$ cat config.mk
export PLATFORM = sky130hd
export DESIGN_NAME = control_unit
export DESIGN_NICKNAME = d
export VERILOG_FILES = /design/src/rtl/control_unit.sv
export SDC_FILE = /design/constraint.sdc
export NUM_CORES = 1
export LEC_CHECK = 0
export ABC_AREA = 1
export CAP_MARGIN = 20
export CORE_ASPECT_RATIO = 1.2
export CORE_MARGIN = 5
export CORE_UTILIZATION = 35
export DETAILED_ROUTE_END_ITERATION = 8
export PLACE_DENSITY = 0.8
export SLEW_MARGIN = 20
export SYNTH_ARGS = -nofsm -noshare
export SYNTH_HDL_FRONTEND = slang
export SYNTH_SLANG_ARGS = --single-unit
$ cat constraint.sdc
create_clock -name clk -period 1.85 [get_ports clk]
set_input_delay 0.185 -clock clk [delete_from_list [all_inputs] [get_ports clk]]
set_output_delay 0.185 -clock clk [all_outputs]
set_load 0.005 [all_outputs]
$ cat src/rtl/control_unit.sv
// Microcoded-style control FSM for a single-bus datapath: fetch/decode plus
// ALU, LOAD, PUSH, POP, JMP/BRZ and HALT, with a bounded memory-wait timeout.
module control_unit #(
  parameter int MEM_TIMEOUT = 15
) (
  input  logic        clk,
  input  logic        rst_n,
  input  logic [15:0] instruction,
  input  logic        status,
  input  logic        mem_ready,
  output logic        ld_reg,
  output logic        t_reg,
  output logic        ld_ir,
  output logic        t_ir,
  output logic        ld_mar,
  output logic        t_mar,
  output logic        ld_mdr,
  output logic        t_mdr,
  output logic        ld_sp,
  output logic        t_sp,
  output logic        ld_pc,
  output logic        t_pc,
  output logic        ld_y,
  output logic        t_y,
  output logic        selector,
  output logic [1:0]  controller_fn,
  output logic        mem_rd,
  output logic        mem_wr,
  output logic        halted,
  output logic        mem_err,
  output logic [4:0]  state_o
);

  localparam int CW = ($clog2(MEM_TIMEOUT + 1) > 4) ? $clog2(MEM_TIMEOUT + 1) : 4;
  localparam logic [CW-1:0] TMO_LAST = CW'(MEM_TIMEOUT - 1);

  localparam logic [1:0] FN_PASS = 2'b00;
  localparam logic [1:0] FN_INC  = 2'b01;
  localparam logic [1:0] FN_DEC  = 2'b10;

  typedef enum logic [4:0] {
    S_IDLE, S_F0, S_F1, S_F2, S_F3, S_DECODE, S_A0, S_A1,
    S_L0, S_L1, S_L2, S_P0, S_P1, S_P2, S_Q0, S_Q1, S_Q2, S_Q3,
    S_JMP, S_HALT, S_ERR
  } state_t;

  state_t        state_q, state_d, wait_next;
  logic [CW-1:0] cnt_q, cnt_d;
  logic          is_wait;
  logic          unused_ir;

  assign unused_ir = ^instruction[11:0];
  assign state_o   = state_q;

  always_ff @(posedge clk or negedge rst_n) begin
    if (!rst_n) begin
      state_q <= S_IDLE;
      cnt_q   <= '0;
    end else begin
      state_q <= state_d;
      cnt_q   <= cnt_d;
    end
  end

  always_comb begin
    state_d       = state_q;
    cnt_d         = '0;
    is_wait       = 1'b0;
    wait_next     = S_F0;
    ld_reg        = 1'b0;
    t_reg         = 1'b0;
    ld_ir         = 1'b0;
    t_ir          = 1'b0;
    ld_mar        = 1'b0;
    t_mar         = 1'b0;
    ld_mdr        = 1'b0;
    t_mdr         = 1'b0;
    ld_sp         = 1'b0;
    t_sp          = 1'b0;
    ld_pc         = 1'b0;
    t_pc          = 1'b0;
    ld_y          = 1'b0;
    t_y           = 1'b0;
    selector      = 1'b1;
    controller_fn = FN_PASS;
    mem_rd        = 1'b0;
    mem_wr        = 1'b0;
    halted        = 1'b0;
    mem_err       = 1'b0;

    case (state_q)
      S_IDLE: begin
        selector = 1'b0;
        state_d  = S_F0;
      end
      S_F0: begin t_pc = 1'b1; ld_mar = 1'b1; state_d = S_F1; end
      S_F1: begin mem_rd = 1'b1; ld_mdr = mem_ready; is_wait = 1'b1; wait_next = S_F2; end
      S_F2: begin t_mdr = 1'b1; ld_ir = 1'b1; state_d = S_F3; end
      S_F3: begin t_pc = 1'b1; controller_fn = FN_INC; ld_pc = 1'b1; state_d = S_DECODE; end
      S_DECODE: begin
        case (instruction[15:12])
          4'b0001: state_d = S_A0;
          4'b0010: state_d = S_L0;
          4'b0011: state_d = S_P0;
          4'b0100: state_d = S_JMP;
          4'b0101: state_d = status ? S_JMP : S_F0;
          4'b0110: state_d = S_Q0;
          4'b1111: state_d = S_HALT;
          default: state_d = S_F0;
        endcase
      end
      S_A0: begin t_reg = 1'b1; ld_y = 1'b1; state_d = S_A1; end
      S_A1: begin t_reg = 1'b1; selector = 1'b0; ld_reg = 1'b1; state_d = S_F0; end
      S_L0: begin t_reg = 1'b1; ld_mar = 1'b1; state_d = S_L1; end
      S_L1: begin mem_rd = 1'b1; ld_mdr = mem_ready; is_wait = 1'b1; wait_next = S_L2; end
      S_L2: begin t_mdr = 1'b1; ld_reg = 1'b1; state_d = S_F0; end
      S_P0: begin t_sp = 1'b1; controller_fn = FN_DEC; ld_sp = 1'b1; state_d = S_P1; end
      S_P1: begin t_sp = 1'b1; ld_mar = 1'b1; state_d = S_P2; end
      S_P2: begin t_reg = 1'b1; mem_wr = 1'b1; is_wait = 1'b1; wait_next = S_F0; end
      S_Q0: begin t_sp = 1'b1; ld_mar = 1'b1; state_d = S_Q1; end
      S_Q1: begin mem_rd = 1'b1; ld_mdr = mem_ready; is_wait = 1'b1; wait_next = S_Q2; end
      S_Q2: begin t_mdr = 1'b1; ld_reg = 1'b1; state_d = S_Q3; end
      S_Q3: begin t_sp = 1'b1; controller_fn = FN_INC; ld_sp = 1'b1; state_d = S_F0; end
      S_JMP: begin t_reg = 1'b1; ld_pc = 1'b1; state_d = S_F0; end
      S_HALT: halted = 1'b1;
      S_ERR: begin halted = 1'b1; mem_err = 1'b1; end
      default: state_d = S_IDLE;
    endcase

    // Shared memory-wait handling: the counter only lives inside a wait state,
    // so it reads zero on every entry without an explicit clear.
    if (is_wait) begin
      if (mem_ready) begin
        state_d = wait_next;
      end else if (cnt_q == TMO_LAST) begin
        state_d = S_ERR;
      end else begin
        cnt_d = cnt_q + 1'b1;
      end
    end
  end

endmodule

# After elaboration in Yosys (flattened, before gate mapping)

Cells that the tools add are included.
W data, S select, Z words.

Register bits: 9
Input port bits: 20
Output and inout port bits: 26
Logic and storage cells: 75

Add/sub/neg operators: 1
Eq/ne operators: 28
Muxes and demuxes: 28
Reduce and logical (&&, ||, !) cells: 16

Operators with widths:

| kind                  | number |
|---|---|
| $pmux W5 S12          | 1 |
| $eq A5 B4 Y1 const B  | 8 |
| $pmux W5 S7           | 1 |
| $eq A5 B5 Y1 const B  | 5 |
| $eq A5 B3 Y1 const B  | 4 |
| $mux W5               | 4 |
| $mux W1               | 17 |
| $pmux W5 S3           | 1 |
| $eq A4 B3 Y1 const B  | 3 |
| $mux W4               | 3 |
| $reduce_or A2 Y1      | 6 |
| $reduce_or A4 Y1      | 3 |
| $eq A5 B2 Y1 const B  | 2 |
| $reduce_or A5 Y1      | 2 |
| $reduce_or A3 Y1      | 3 |
| $eq A4 B2 Y1 const B  | 2 |
| $eq A4 B4 Y1 const B  | 2 |
| $reduce_or A6 Y1      | 1 |
| $eq A5 B1 Y1 const B  | 1 |
| $logic_not A5 Y1      | 1 |
| $add A4 B1 Y4 const B | 1 |
| $eq A4 B1 Y1 const B  | 1 |
| $pmux W2 S2           | 1 |

# Logic depth before layout (Yosys ltp)

Depth in word-level cells: 6
Mapped depth: 12
Mapped depth without buffers: 11

# Worst setup path before layout

No wires, ideal clock.

Path type: reg-to-reg
Start point: register state_q[1] (netlist: state_o[1])
End point: register state_q[3] (netlist: state_o[3])
Setup time: 0.117 ns
Arrival: 1.301 ns
Data required time: 1.733 ns
Slack: 0.433 ns
Cell stages (with the launch flop): 11
Path buffers: 0
Period minus slack after synthesis: 1.417 ns
Cell sequence: dfrtp_1 > nand2_1 > clkinv_2 > nand3_1 > nand3_2 > nor2_2 > nand2_1 > nor2_1 > nor2_2 > nand2_1 > nand2_1

Cells in the longest elaborated chain, start to end: 6
Elaborated cells between the ends (all ways): 30
Classes of those cells: 20 x eq/ne; 6 x mux; 4 x reduce/logical

RTL lines:

| item                                                                  | line | source |
|---|---|---|
| from (decl)                                                           | 47   | `state_t state_q, state_d, wait_next;` |
| from (signal assigned)                                                | 60   | `state_q <= state_d;` |
| $eq A5 B4 Y1 (tied with other cells)                                  | 91   | `case (state_q)` |
| $reduce_or A6 Y1 (no line) / $reduce_or A5 Y1 (equally long branches) | -    |  |
| $pmux W5 S12                                                          | 91   |  |
| $mux W5                                                               | 135  | `end else if (cnt_q == TMO_LAST) begin` |
| $mux W5                                                               | 133  | `if (mem_ready) begin` |
| $mux W5 *                                                             | 132  | `if (is_wait) begin` |
| via state_d[3]                                                        | 47   |  |

Mark *: on every way through the listed nets, which the timed path passes. The rest lies on a longest branch.

# Worst setup path after layout

Start point: register state_q[2] (netlist: state_o[2])
End point: output port ld_reg

Cells in the longest elaborated chain, start to end: 3
Elaborated cells between the ends (all ways): 5
Classes of those cells: 3 x eq/ne; 1 x mux; 1 x reduce/logical

RTL lines:

| item                                 | line | source |
|---|---|---|
| $eq A5 B5 Y1 (tied with other cells) | 91   |  |
| $reduce_or A3 Y1 (no line) *         | -    |  |
| $mux W1 *                            | 91   |  |
| to (decl)                            | 11   | `output logic ld_reg,` |

Mark *: on every way between the ends. The rest lies on a longest branch, timed or not.

==> key figures <==
Run status
  • Outcome: complete, no violations

Die
  • Chip width: 60.8 um
  • IO Count: 46
  • Die Y: 71.0 um
  • Row cnt: 22
  • Core area: 3030 um^2
  • Initial Util: 0.358
  • Die area: 4320 um^2

Route
  • Final ANT Viol Nets: 0
  • DR pass1 iterations: 4
  • Drt wl/cell: 13.1 um
  • Via count: 1327
  • DRC viols: 0
  • Detailed Route WL: 3.58 mm
  • Initial DRC Count: 43
  • Via/cell ratio: 4.84

Synthesis
  • Ys async rst share: 1.00
  • Synth Flop Type: dfrtp_1
  • Top-count cell post-synth: nand2_1
  • Share of the yosys chip area belonging to registers: 0.208
  • Mapped Avg Cell Area: 6.31 um^2
  • Post-synth top area share: 0.208
  • Synthesis warning total: 0
  • Synthesized area: 1080 um^2
  • Yosys cell types: 27
  • Most area-hungry cell type in the Yosys netlist: dfrtp_1
  • Commonest cells in the netlist: 45 x nand2_1, 22 x nand3_1, 18 x inv_1, 18 x nor2_1, 9 x dfrtp_1
  • Flops & latches, synth: 9
  • Top post-synthesis cells by area: dfrtp_1 21%, nand2_1 16%, nand3_1 10%
  • EDFF count, synth: 0
  • Gate Count Post-Synth: 172

Power
  • Power Dens Cells: 1190 nW/um^2
  • Pwr Total: 2.16 mW
  • P_leak: 1.12 nW
  • Max VDD drop: 868 uV

Clock network
  • Htree depth: 1
  • Worst skew pair latency: 0.26 ns
  • Clk root buf: clkbuf_4
  • Clock-pin slew on the worst setup and hold paths: 0.06 ns
  • CTS Sinks: 9
  • CTS hold repair buffers: 0
  • Clk buf depth: 2
  • Num CTS Buffers: 3
  • CTS tree: yes

Global route
  • First-pass GRT wire length: 5.40 mm
  • Initial antenna violation count: 0
  • Total track usage: 0.157
  • Grt ovf: 0
  • Number of global-route vias before repair: 1252
  • Largest net degree at the start of global routing: 10

Worst setup path
  • WS Path Type: reg -> out
  • CP Data Arrival Time: 1.66 ns
  • Startpoint Class: register
  • Setup crit end kind: output pin
  • Critical Path RT: 1.66 ns
  • Crit-path max FO: 4

Timing
  • Min Tclk post-route: 1.84 ns
  • Final hold violation count: 0
  • Achievable Freq: 542 MHz
  • RSZ-0062 raised after global routing: true
  • Final setup viols: 0
  • Slew Limit Fails: 0
  • Worst setup margin: 0.00526 ns
  • Period utilization: 0.997
  • Clock Skew: 0.000653 ns

Layout
  • Fillers: 272
  • Layout area overhead: 67.2%
  • ANT cells: 0
  • Final Util: 0.599
  • Layout cell share with drive strength beyond 1: 0.374
  • NumNets Final: 261
  • Cell Count, Final, Fillers Out: 274

Placement
  • Gpl congestion: 0.830
  • Pre-CTS setup slack: 0.0381 ns
  • Cells after DPL: 241
  • Port buffer count: 30
  • HPWL Detailed: 2.26 mm

Worst hold path
  • Hold Path Class: in -> async

Run
  • Max Cap Viol: 0
-- power breakdown --
group	total (mW)	leakage (nW)	switching (mW)	internal, mW
combinational	1.69	0.986	0.876	0.815
sequential	0.321	0.115	0.0722	0.249
clock	0.150	0.0150	0.0668	0.0830
total	2.16	1.12	1.01	1.15
-- logic make-up (layout without fill, tap and decap cells) --
logic type | count (synthesis) | in the layout | share of synthesized area
compound gates | 10 | 10 | 0.0484
xor+xnor | 2 | 2 | 0.0162
fa+ha+maj | 2 | 2 | 0.0231
buf+inv | 32 | 96 | 0.138
flops | 9 | 9 | 0.208
other cells | 1 | 3 | 0.00346
simple gates | 116 | 116 | 0.563
-- final timing paths --
path / startpoint / slack [ns] / depth (start not counted) / endpoint
setup / recovery: state_o[2] / 0.005 / 7 / ld_reg
hold / removal: rst_n / 0.22 / 1 / cnt_q[2]
setup reg to reg: state_o[2] / 0.10 / 14 / state_o[3]
hold reg to reg: cnt_q[0] / 0.49 / 1 / cnt_q[0]
max in group asynchronous: rst_n / 1.33 / 1 / state_o[4]
min in group clk: cnt_q[0] / 0.49 / 1 / cnt_q[0]
-- critical path, cell delays in order (launching register included) --
cell,delay [ns]
dfrtp_2,0.40
buf_4,0.15
nor2_4,0.15
buf_6,0.13
buf_12,0.11
nand3_2,0.10
nand3_1,0.11
dlygate4sd2_1,0.24
-- metal layers --
layer	part of all wire	up-vias	track usage
met4	0.027	0	0.0723
li1	-	673	-
met2	0.55	38	0.265
met5	0	-	0
met3	0.040	8	0.0383
met1	0.39	608	0.181
-- layout by cell type, fill, tap and decap left out, types with 4 or more instances in the layout --
master	instances
buf_4	29
buf_6	5
clkdlybuf4s50_1	12
dfrtp_1	4
dfrtp_2	5
dlygate4sd2_1	11
dlymetal6s2s_1	5
inv_1	18
inv_2	7
nand2_1	43
nand2_2	5
nand3_1	17
nand3_2	8
nand3_4	5
nor2_1	14
nor2_2	6
nor2_4	10
o21ai_0	6
-- area by class of cell --
type	count	area [um^2]	share of cell area
Timing Repair Buffer	65	588	0.324
Clock buffer	4	26.3	0.0145
Inverter	27	109	0.0600
Sequential cell	9	231	0.128
Multi-Input combinational cell	133	815	0.449
Tap cell	36	45.0	0.0248
-- repair_timing --
item                                    CTS  global route
endpoints found under the setup margin   18             6
gates resized for setup                  33            20
pin swaps                                 7             8
buffers inserted                         16            13
-- registers in the layout (all words and copies together) (netlist names) --
| name | cells |
|---|---|
| state_o | 5 |
| cnt_q | 4 |
-- per-stage QoR --
step | instance area [um^2] | hold WS, ns | TNS, ns
2_1_floorplan | 1090 | -0.111 | 0
3_3_place_gp | 1440 | 0.481 | 0
3_5_place_dp | 1440 | 0.484 | 0
4_1_cts | 1650 | 0.216 | -0.344
5_1_grt | 1810 | 0.230 | -0.285
6_report | 1810 | 0.216 | 0
No activity file was read; power rests on OpenSTA's default activity.
==> RTL edit 1: new RTL, same flow settings <==
Change the parameter `MEM_TIMEOUT` from 15 to 30.
--- a/src/rtl/control_unit.sv
+++ b/src/rtl/control_unit.sv
@@ -2,5 +2,5 @@
 // ALU, LOAD, PUSH, POP, JMP/BRZ and HALT, with a bounded memory-wait timeout.
 module control_unit #(
-  parameter int MEM_TIMEOUT = 15
+  parameter int MEM_TIMEOUT = 30
 ) (
   input  logic        clk,
Formal check against the unedited RTL: same outputs for any inputs over 10 cycles, from zero or initial values and one cycle with rst_n low; that may be too few to reach the edited logic, so the function may still have changed.
==> RTL edit 1 against the unedited design <==
First-iteration DRC count grew to 3.4 times the old value. Total power grew 0.47%. Wire length grew 8.2%. Sequential cell count grew 1. Design area grew 1.7%. Clock power shrank 7%. Synthesized cell count grew 7.0%. Via count grew 13%. Worst setup slack gained 0.053 ns. Area after synthesis shrank 0.23%. Critical endpoint is now t_sp. Global-route usage grew 1.6 points. Utilization grew 0.99 points.
==> RTL edit 1: results (changes against the unedited design) <==
.. list-table::
   :header-rows: 1

   * - Metric
     - Value
   * - Placer Congestion
     - 0.937 (was 0.830)
   * - Htree depth
     - 1 (unchanged)
   * - Source-to-sink clock delay at the later pin of the worst-skew pair
     - 0.26 ns (about the same)
   * - Total of warnings raised by yosys
     - 0 (unchanged)
   * - Detailed Route WL
     - 3880 um (was 3580 um)
   * - Ratio of cells with drive above 1 in the final layout
     - 31.8% (was 37.4%)
   * - Number of fillers in the final layout
     - 241 (was 272)
   * - Routing usage on met3
     - 3.28% (was 3.83%)
   * - Area contributors post-synth
     - sky130_fd_sc_hd__dfrtp_1, sky130_fd_sc_hd__nand2_1, sky130_fd_sc_hd__nand3_1 (unchanged)
   * - Half-perimeter wire length of the detailed placement result
     - 2530 um (was 2260 um)
   * - Maximum number of pins on one net before global-route repair
     - 11 (was 10)
   * - Post-synthesis sequential area ratio
     - 23.1% (was 20.8%)
   * - Routed length on met3
     - 264 um (was 144 um)
   * - Root buffer cell
     - sky130_fd_sc_hd__clkbuf_4 (unchanged)
   * - GRT Overall Usage
     - 17.3% (was 15.7%)
   * - Max Clock Skew
     - 0.00107 ns (was 0.000653 ns)
   * - Fin nets
     - 282 (was 261)
   * - Met1 layer wirelength in the final routing
     - 1380 um (about the same)
   * - Routed vias
     - 1497 (was 1327)
   * - Clock-pin slew of the registers on the worst-case setup and hold paths
     - 0.06 ns (about the same)
   * - Number of buffers created by CTS
     - 3 (unchanged)
   * - Length of the first detailed-routing pass in iterations
     - 7 (was 4)
   * - Final antenna diode count
     - 0 (unchanged)
   * - Most numerous cell types in the synthesized netlist
     - sky130_fd_sc_hd__nand2_1, sky130_fd_sc_hd__nand3_1, sky130_fd_sc_hd__inv_1, sky130_fd_sc_hd__nor2_1, sky130_fd_sc_hd__dfrtp_1 (unchanged)
   * - Run status
     - complete, no violations (unchanged)
   * - Buffer depth of the longest clock path
     - 2 (unchanged)
   * - Data arrival time of the critical path
     - 1.61 ns (was 1.66 ns)
   * - Wire length of the first global-routing pass
     - 5820 um (was 5400 um)
   * - Hold Path Class
     - in -> async (unchanged)
   * - Cell with the biggest individual delay on the critical path
     - sky130_fd_sc_hd__dfrtp_2 (unchanged)
   * - Port buffer count
     - 30 (unchanged)
   * - Met2 WL post-DR
     - 2070 um (was 1960 um)
   * - Peak supply drop
     - 0.651 mV (was 0.868 mV)
   * - Met2 layer usage reported by global route
     - 30.8% (was 26.5%)
   * - Top routing layer in use
     - met4 (unchanged)
   * - Worst-path maximum fanout
     - 6 (was 4)
   * - Biggest cell delay along the critical path
     - 0.43 ns (was 0.40 ns)
   * - Number of antenna violations at the first check in global routing
     - 0 (unchanged)
   * - Initial detailed-routing violation count
     - 147 (was 43)
   * - Vias in the first global route
     - 1391 (was 1252)
   * - Static leakage power
     - 1.13 nW (was 1.12 nW)
   * - Cell variety after synth
     - 25 (was 27)
   * - Async set-or-reset flop fraction in the synthesized netlist
     - 100% (unchanged)
   * - Cell family contributing the most delay on the critical path
     - buffers and inverters (unchanged)
   * - Fraction of met1 tracks used by global routing
     - 18.1% (about the same)
## RTL edit 1: cell types whose count changed in the layout (fill, tap and decap cells not counted), moves of 3 or more
cell,unedited run,this run
sky130_fd_sc_hd__nand3_2,8,11
sky130_fd_sc_hd__nand3_1,17,24
sky130_fd_sc_hd__nand3_4,5,1
sky130_fd_sc_hd__buf_4,29,41
sky130_fd_sc_hd__inv_1,18,25
sky130_fd_sc_hd__nor2_4,10,5
sky130_fd_sc_hd__nand4_1,3,6
sky130_fd_sc_hd__buf_6,5,2
sky130_fd_sc_hd__inv_2,7,3
sky130_fd_sc_hd__nor2_1,14,22
## RTL edit 1: path summary, 6_finish.rpt
path / startpoint / to / slack (ns) / cells after the start
min reg2reg: cnt_q[0]$_DFF_PN0_ / cnt_q[0]$_DFF_PN0_ / 0.49 / 1
min: rst_n / cnt_q[4]$_DFF_PN0_ / 0.23 / 1
max in group asynchronous: rst_n / state_o[0]$_DFF_PN0_ / 1.31 / 1
min in group clk: cnt_q[0]$_DFF_PN0_ / cnt_q[0]$_DFF_PN0_ / 0.49 / 1
max: state_o[0]$_DFF_PN0_ / t_sp / 0.06 / 7
max reg2reg: state_o[3]$_DFF_PN0_ / state_o[2]$_DFF_PN0_ / 0.08 / 10
## RTL edit 1: cell type report
type                       count  area share [%]
multi-input combinational    142            42.1
inverter                      29            6.04
sequential                    10            13.9
tap                           36            2.44
timing repair buffer          73            33.9
timing repair inverter         1           0.407
clock buffer                   3            1.22
## RTL edit 1: timing repair
action | in CTS | in global routing
buffers inserted | 14 | 12
pin swaps | 7 | 5
endpoints found under the setup margin | 18 | 5
resized for setup | 39 | 9
gates cloned | 1 | 0
## RTL edit 1: power breakdown
part           leakage (nW)  switching [mW]  total, mW  internal [mW]
clock                0.0138          0.0650      0.140         0.0746
sequential            0.129          0.0812      0.353          0.272
combinational         0.991           0.863       1.68          0.816
## RTL edit 1: per-stage QoR
stage | setup WS [ns] | setup TNS, ns | cell area (um2) | hold slack (ns) | instances
4_1_cts | -0.102 | -0.102 | 1730 | 0.234 | 282
6_report | 0.0585 | 0 | 1840 | 0.229 | 294
3_3_place_gp | 0.0413 | 0 | 1520 | 0.482 | 264
5_1_grt | -0.0131 | -0.0285 | 1840 | 0.265 | 294
3_5_place_dp | 0.0431 | 0 | 1520 | 0.492 | 264
2_1_floorplan | 0.370 | 0 | 1090 | -0.111 | 186
## RTL edit 1: cell families (layout without fill, tap and decap cells)
logic type / Yosys count / in the layout / share of synthesized area, %
buf+inv: 34 / 106 / 13.9
simple gates: 124 / 124 / 52.4
flops: 10 / 10 / 23.1
other cells: 1 / 3 / 0.346
compound gates: 10 / 10 / 5.55
fa+ha+maj: 2 / 2 / 2.31
xor+xnor: 3 / 3 / 2.43
==> RTL edit 2: new RTL, same flow settings <==
Without the edit above. Reset style: synchronous (`rst_n`), changed in one clocked block.
--- a/src/rtl/control_unit.sv
+++ b/src/rtl/control_unit.sv
@@ -53,5 +53,5 @@
   assign state_o   = state_q;
 
-  always_ff @(posedge clk or negedge rst_n) begin
+  always_ff @(posedge clk) begin
     if (!rst_n) begin
       state_q <= S_IDLE;
Behaviour: differs if rst_n is asserted again (counterexample within 4 cycles, from zero or initial values and one cycle with rst_n low); with rst_n held inactive, the same outputs for 10 cycles.
==> RTL edit 2 against the unedited design <==
Synthesized cell count decreased by 0.58%. Sequential cell count unchanged. Sequential power decreased by 11%. Design area decreased by 11%. Total power decreased by 37%. Largest power group unchanged. Critical path type unchanged. Cell count decreased by 4.7%. Area after synthesis decreased by 15%. Hold slack improved by 0.25 ns. Wire length decreased by 12%. Highest routed layer unchanged. First-iteration DRC count decreased by 9.3%. Worst setup slack improved by 0.041 ns. Fmax increased by 2.2%. Non-clock buffer count decreased by 10.
==> RTL edit 2: results (changes against the unedited design) <==
.. list-table::
   :header-rows: 1

   * - Metric
     - Value
   * - Run status
     - complete, no violations (unchanged)
   * - Fraction of power consumed by sequential logic
     - 20.8% (was 14.9%)
   * - Area of the core
     - 2550 um2 (was 3030 um2)
   * - Routing usage on met3
     - 2.93% (was 3.83%)
   * - Post-place instance area
     - 1350 um2 (was 1440 um2)
   * - Met2 WL post-DR
     - 1730 um (was 1960 um)
   * - Maximum number of pins on one net before global-route repair
     - 8 (was 10)
   * - Hold Worst Slack
     - 0.462 ns (was 0.216 ns)
   * - Timing endpoint of the critical path
     - selector (was ld_reg)
   * - Area overhead of the layout relative to synthesis
     - 75.0% (was 67.2%)
   * - Fraction of met1 tracks used by global routing
     - 16.3% (was 18.1%)
   * - Beginning of the worst register-to-register path
     - state_o[1]$_SDFF_PN0_ (was state_o[2]$_DFF_PN0_)
   * - Worst-path maximum fanout
     - 5 (was 4)
   * - Cells after Synth
     - 171 (was 172)
   * - Async set-or-reset flop fraction in the synthesized netlist
     - 0% (was 100%)
   * - Final critical-path required period
     - 1.80 ns (was 1.84 ns)
   * - Detailed Route WL
     - 3150 um (was 3580 um)
   * - Vias in the first global route
     - 1148 (was 1252)
   * - Cell with the biggest individual delay on the critical path
     - sky130_fd_sc_hd__clkdlybuf4s50_1 (was sky130_fd_sc_hd__dfrtp_2)
   * - Number of fillers in the final layout
     - 229 (was 272)
   * - Fraction of standard cell area in multi-input logic
     - 45.6% (was 44.9%)
   * - Ratio of cells with drive above 1 in the final layout
     - 27.6% (was 37.4%)
   * - Half-perimeter wire length of the detailed placement result
     - 2200 um (was 2260 um)
   * - Met2 layer usage reported by global route
     - 28.9% (was 26.5%)
   * - Share of synthesized cell area in full adder, half adder and majority cells
     - 2.70% (was 2.31%)
   * - DP Worst Slack
     - 0.139 ns (was 0.0381 ns)
   * - FF-to-FF path depth
     - 11 (was 14)
   * - Placer Congestion
     - 0.830 (about the same)
   * - CP startpoint
     - state_o[3]$_SDFF_PN0_ (was state_o[2]$_DFF_PN0_)
   * - Count of cells resized by post-cts repair
     - 28 (was 33)
   * - Routed length on met3
     - 174 um (was 144 um)
   * - Max Clock Skew
     - 0.00408 ns (was 0.000653 ns)
   * - Data arrival time of the critical path
     - 1.62 ns (was 1.66 ns)
   * - Post-synthesis compound-gate area fraction
     - 7.69% (was 4.84%)
   * - Met1 layer wirelength in the final routing
     - 1190 um (was 1380 um)
   * - Hold Path Class
     - reg -> reg (was in -> async)
RTL edit 2: changes by cell type after synthesis, moves of 2 or more:
cell,unedited run,this run
sky130_fd_sc_hd__nand4_1,3,5
sky130_fd_sc_hd__nand2_2,4,0
sky130_fd_sc_hd__nand3_1,22,29
sky130_fd_sc_hd__inv_2,7,3
sky130_fd_sc_hd__buf_6,2,0
sky130_fd_sc_hd__o21ai_0,6,3
sky130_fd_sc_hd__nand3_4,2,0
sky130_fd_sc_hd__nor2_2,8,4
sky130_fd_sc_hd__inv_1,18,24
sky130_fd_sc_hd__nor2_4,4,1
sky130_fd_sc_hd__dfrtp_1,9,0
sky130_fd_sc_hd__nand3_2,6,1
sky130_fd_sc_hd__dfxtp_1,0,9
sky130_fd_sc_hd__nor2_1,18,29
RTL edit 2: cells by family after synthesis:
family                     Yosys count
other                                1
buffers and inverters               31
adders and majority gates            2
AOI/OAI and AO/OA                   12
xor gates and xnor gates             2
and+or+nand+nor                    114
DFF                                  9
